### config.mk
export PLATFORM = sky130hd
export DESIGN_NAME = wb_port_arbiter
export DESIGN_NICKNAME = d
export VERILOG_FILES = /design/src/rtl/wb_pkg.sv /design/src/rtl/wb_starve_counter.sv /design/src/rtl/wb_port_arbiter.sv
export SDC_FILE = /design/constraint.sdc
export NUM_CORES = 1
export LEC_CHECK = 0
export ABC_AREA = 1
export BUFFER_PORTS_ARGS = -buffer_cell sky130_fd_sc_hd__buf_2
export CORE_ASPECT_RATIO = 0.6
export CORE_UTILIZATION = 35
export DETAILED_ROUTE_END_ITERATION = 8
export PLACE_DENSITY = 0.65
export SYNTH_ARGS = -nofsm -noshare
export SYNTH_HDL_FRONTEND = slang
export SYNTH_SLANG_ARGS = --single-unit
### constraint.sdc
create_clock -name clk -period 1.7 [get_ports clk]
set_input_delay 0.17 -clock clk [delete_from_list [all_inputs] [get_ports clk]]
set_output_delay 0.17 -clock clk [all_outputs]
set_load 0.01 [all_outputs]
### src/rtl/wb_pkg.sv
// Shared types and default widths for the register-file writeback arbiter.
package wb_pkg;

  localparam int WB_DATA_W     = 24;
  localparam int WB_REG_ADDR_W = 4;

  typedef struct packed {
    logic [WB_REG_ADDR_W-1:0] dest;
    logic [WB_DATA_W-1:0]     data;
  } wb_req_t;

  typedef enum logic [1:0] {
    WB_SRC_NONE = 2'd0,
    WB_SRC_ALU  = 2'd1,
    WB_SRC_MEM  = 2'd2
  } wb_src_e;

endpackage

### src/rtl/wb_starve_counter.sv
// Counts consecutive cycles a waiting requester is denied; raises force_alu at MAX_WAIT.
// Zero latency on force_alu (combinational from count and waiting); no backpressure of its own.
module wb_starve_counter #(
  parameter int MAX_WAIT = 3
) (
  input  logic clk,
  input  logic rst_n,
  input  logic waiting,
  input  logic granted,
  input  logic flush,
  output logic force_alu
);

  localparam int CNT_W = (MAX_WAIT < 1) ? 1 : $clog2(MAX_WAIT + 1);
  localparam logic [CNT_W-1:0] CNT_MAX = CNT_W'(MAX_WAIT);

  logic [CNT_W-1:0] wait_cnt_q;
  logic [CNT_W-1:0] wait_cnt_d;

  always_comb begin
    wait_cnt_d = wait_cnt_q;
    if (flush || !waiting || granted) begin
      wait_cnt_d = '0;
    end else if (wait_cnt_q != CNT_MAX) begin
      wait_cnt_d = wait_cnt_q + 1'b1;
    end
  end

  always_ff @(posedge clk or negedge rst_n) begin
    if (!rst_n) begin
      wait_cnt_q <= '0;
    end else begin
      wait_cnt_q <= wait_cnt_d;
    end
  end

  assign force_alu = waiting && (wait_cnt_q == CNT_MAX);

endmodule

### src/rtl/wb_port_arbiter.sv
// Shares the register-file write port between load data (priority) and ALU results (anti-starvation).
// One-cycle registered write; readies are combinational from valid and starvation state, never from ready.
module wb_port_arbiter
  import wb_pkg::*;
#(
  parameter int DATA_W     = WB_DATA_W,
  parameter int REG_ADDR_W = WB_REG_ADDR_W,
  parameter int MAX_WAIT   = 3,
  parameter int PERF_W     = 16
) (
  input  logic                  clk,
  input  logic                  rst_n,
  input  logic                  flush,
  input  logic                  alu_valid,
  output logic                  alu_ready,
  input  logic [REG_ADDR_W-1:0] alu_dest,
  input  logic [DATA_W-1:0]     alu_data,
  input  logic                  mem_valid,
  output logic                  mem_ready,
  input  logic [REG_ADDR_W-1:0] mem_dest,
  input  logic [DATA_W-1:0]     mem_data,
  output logic                  rf_we,
  output logic [REG_ADDR_W-1:0] rf_waddr,
  output logic [DATA_W-1:0]     rf_wdata,
  output logic [PERF_W-1:0]     conflict_cnt
);

  logic                  force_alu;
  logic                  alu_rdy;
  logic                  mem_rdy;
  wb_src_e               src;

  logic                  rf_we_q,    rf_we_d;
  logic [REG_ADDR_W-1:0] rf_waddr_q, rf_waddr_d;
  logic [DATA_W-1:0]     rf_wdata_q, rf_wdata_d;
  logic [PERF_W-1:0]     conflict_cnt_q, conflict_cnt_d;

  wb_starve_counter #(
    .MAX_WAIT (MAX_WAIT)
  ) u_starve (
    .clk       (clk),
    .rst_n     (rst_n),
    .waiting   (alu_valid),
    .granted   (alu_rdy),
    .flush     (flush),
    .force_alu (force_alu)
  );

  // Readies are held low during reset so no source sees a phantom acceptance.
  always_comb begin
    mem_rdy = 1'b0;
    alu_rdy = 1'b0;
    if (rst_n && !flush) begin
      mem_rdy = mem_valid && !force_alu;
      alu_rdy = alu_valid && !mem_rdy;
    end
  end

  always_comb begin
    src = WB_SRC_NONE;
    if (mem_rdy) begin
      src = WB_SRC_MEM;
    end else if (alu_rdy) begin
      src = WB_SRC_ALU;
    end
  end

  always_comb begin
    rf_we_d    = 1'b0;
    rf_waddr_d = rf_waddr_q;
    rf_wdata_d = rf_wdata_q;
    case (src)
      WB_SRC_MEM: begin
        rf_we_d    = 1'b1;
        rf_waddr_d = mem_dest;
        rf_wdata_d = mem_data;
      end
      WB_SRC_ALU: begin
        rf_we_d    = 1'b1;
        rf_waddr_d = alu_dest;
        rf_wdata_d = alu_data;
      end
      default: ;
    endcase
  end

  always_comb begin
    conflict_cnt_d = conflict_cnt_q;
    if (alu_valid && mem_valid && !flush && (conflict_cnt_q != {PERF_W{1'b1}})) begin
      conflict_cnt_d = conflict_cnt_q + 1'b1;
    end
  end

  always_ff @(posedge clk or negedge rst_n) begin
    if (!rst_n) begin
      rf_we_q        <= 1'b0;
      rf_waddr_q     <= '0;
      rf_wdata_q     <= '0;
      conflict_cnt_q <= '0;
    end else begin
      rf_we_q        <= rf_we_d;
      rf_waddr_q     <= rf_waddr_d;
      rf_wdata_q     <= rf_wdata_d;
      conflict_cnt_q <= conflict_cnt_d;
    end
  end

  assign alu_ready    = alu_rdy;
  assign mem_ready    = mem_rdy;
  assign rf_we        = rf_we_q;
  assign rf_waddr     = rf_waddr_q;
  assign rf_wdata     = rf_wdata_q;
  assign conflict_cnt = conflict_cnt_q;

endmodule

==> summary.md <==
| Metric | Value |
|---|---|
| Most common cell after layout, fill and taps aside | `nand2_1` |
| Clock network power share | `31.9%` |
| Die Height | `67.1 microns` |
| Antenna-violating nets left | `0` |
| Mean Syn Cell Area | `7.68 sq um` |
| Antenna fix cells | `0` |
| Switching power total | `0.000914 W` |
| Met1 usage | `25.5%` |
| CTS Buffer Depth | `2` |
| Routed WL | `7.10 mm` |
| RSZ-0062 raised after global routing | `true` |
| DR pass1 iterations | `4` |
| DRC Markers | `0` |
| P_int | `0.00211 W` |
| Via-to-Cell Ratio | `4.72` |
| Cell Chain, Critical Path | `ha_2, a21oi_2, inv_2, nor2_4, buf_12, buf_6` |
| Seq/Total Area, Yosys | `47.5%` |
| Layout cells sized above 1 | `36.0%` |
| Placeable Area | `6760 sq um` |
| Unique cell type count in the Yosys netlist | `22` |
| Status | `completed` |
| Post-DP HPWL | `4.80 mm` |
| Fmax | `590 MHz` |
| Critical Path AT | `1.52 ns` |
| CP max FO | `8` |
| Met3 Usage GRT | `4.46%` |
| Leakage power | `1.82 nW` |
| Mapped Cells | `322` |
| Vias in the first global route | `2015` |
| Fin nets | `504` |
| Minimum clock period | `1.69 ns` |
| Fin crit share | `99.7%` |
| Die Area | `7420 sq um` |
| Die width | `111 microns` |
| Startpoint Class | `register` |
| Pin count of the biggest net entering global routing | `48` |
| Htree depth | `2` |
| Most used routing layer | `met1` |
| Num ports | `108` |
| Sw frac | `30.3%` |
| Peak supply drop | `0.481 mV` |
| Met2 Resource Use GR | `22.7%` |
| Final Hold Viols | `0` |
| Setup violations, final | `0` |
| Setup crit start | `u_starve.wait_cnt_q[0]` |
| TritonCTS clock tree | `yes` |
| Max-cap viol count | `0` |
| Critical Path Sink Type | `output port` |
| Rel. slew slack | `54.9%` |
| DR WL/cell | `13.4 microns` |
| Cts hold-fix bufs | `0` |
| Starting Density | `36.6%` |
| Hold slack | `0.0551 ns` |
| 1st-iter DRT viols | `212` |
| Worst Hold Class | `in2async` |
| PD cells | `884 nW/um^2` |
| WP data required | `1.53 ns` |
| Critical path class | `reg2out` |
| Sink Count | `47` |
| Final setup TNS | `0 ns` |
| Area Growth Syn to Fin | `38.1%` |
| Reg power frac | `45.9%` |
| CTS clk-pin slew, worst paths | `0.07 ns` |
| Clk_lat worst skew | `0.28 ns` |
| CTS Buf Count | `5` |
| Initial antenna violation count | `0` |
| CP max stage cell | `dfrtp_1` |
| First-pass GRT wire length | `9.80 mm` |
| Commonest non-fill, non-tap cells in the layout | `nand2_1, buf_2, nand3_1, dfrtp_1, inv_1` |
| FF-to-FF Start | `u_starve.wait_cnt_q[0]` |
| Filler Cells Inserted | `645` |
| Port Buffers | `107` |
| Clock root cell | `clkbuf_16` |
| Mapped Area | `2470 sq um` |
| Gr usage total | `16.7%` |
| Clk_skew | `0.00464 ns` |
| Worst-margin pin slew | `0.675 ns` |
| Max Transition Viols Final | `0` |
| Overflow left after global routing | `0` |
| Routability cong. | `0.864` |
| Register-to-register setup slack | `0.11 ns` |
| Routed vias | `2495` |
| Combinational cell fraction of total power | `22.2%` |
| Synthesized Nets | `385` |
| #FFs+latches synth | `47` |
| Final core occ | `50.5%` |
| Rows | `23` |
| Slowest stage delay, CP | `0.39 ns` |
| Synth Warn # | `0` |
[power by group through the flow]
stage                     Clock [W]  Sequential, W  Combinational, W
after global placement            0        0.00140          0.000628
after global routing        0.00103        0.00141          0.000744
after floorplan                   0        0.00147          0.000246
after CTS                  0.000987        0.00139          0.000646
after detailed placement          0        0.00140          0.000646
final                      0.000964        0.00139          0.000670
[Yosys cell counts, drive strengths merged]
cell type | count | area (sq um)
nor3 | 2 | 21.3
buf | 12 | 77.6
o21ai | 5 | 36.3
nor2 | 21 | 88.8
clkbuf | 2 | 7.51
inv | 21 | 78.8
nand4 | 6 | 37.5
dfrtp | 47 | 1180
nand3 | 67 | 340
nand2 | 127 | 504
xnor2 | 7 | 61.3
xor2 | 1 | 8.76
ha | 2 | 25.0
a21oi | 2 | 10.0
[sequential cells by signal, indices dropped and copies added (netlist names)]
name and flops:
rf_wdata 24, conflict_cnt 16, rf_waddr 4, u_starve.wait_cnt_q 2, rf_we 1
[what timing repair did]
action / CTS / global route
cloned: 0 / 2
buffers inserted: 0 / 6
pin swaps: 0 / 7
setup endpoints to repair: 31 / 31
resized for setup: 3 / 14
[final cells by class]
cell class / instances / area, sq um / area share (%)
Clock buffer: 5 / 125 / 3.66
Tap cell: 87 / 109 / 3.19
Multi-Input combinational cell: 240 / 1160 / 33.9
Inverter: 21 / 81.3 / 2.38
Clock inverter: 3 / 15.0 / 0.439
Sequential cell: 47 / 1180 / 34.4
Timing Repair Buffer: 126 / 751 / 22.0
[kinds of logic (layout without fill, tap and decap cells)]
kind of cell / after synthesis / in the layout / synth area share, %
DFF: 47 / 47 / 47.5
buffers and inverters: 35 / 155 / 6.63
and+or+nand+nor: 223 / 223 / 40.1
AOI/OAI and AO/OA: 7 / 7 / 1.87
xor gates and xnor gates: 8 / 8 / 2.83
adders and majority gates: 2 / 2 / 1.01
[critical path, delay by kind of cell, from the launching register on]
| family | cells | cell delay, ns |
|---|---|---|
| AO/OA/AOI/OAI | 1 | 0.14 |
| AND/OR/NAND/NOR | 1 | 0.19 |
| buffers and inverters | 3 | 0.32 |
| flip-flops | 1 | 0.39 |
| adder cells (fa/ha/maj) | 1 | 0.20 |
[worst paths after layout]
path / end / cells after the start
min in group clk: rf_wdata[21] / 3
setup / recovery: mem_ready / 6
hold reg to reg: rf_wdata[7] / 2
max in group asynchronous: conflict_cnt[12] / 2
hold / removal: conflict_cnt[1] / 2
setup reg to reg: rf_wdata[19] / 7
[metrics by stage]
step | setup slack [ns] | total power [W] | instance area (sq um) | cells
5_1_grt | -0.0553 | 0.00318 | 3420 | 529
4_1_cts | -0.212 | 0.00302 | 3270 | 521
3_3_place_gp | -0.142 | 0.00203 | 3120 | 513
3_5_place_dp | -0.206 | 0.00205 | 3120 | 513
2_1_floorplan | 0.109 | 0.00171 | 2470 | 322
6_report | 0.00558 | 0.00302 | 3420 | 529
[metal layers]
metal	part of all wire (%)	up-vias
met1	51	1136
met2	42	84
li1	-	1269
met3	6.0	6
met5	0	-
met4	0.56	0
Note: power is estimated with default switching activity, not from simulation.
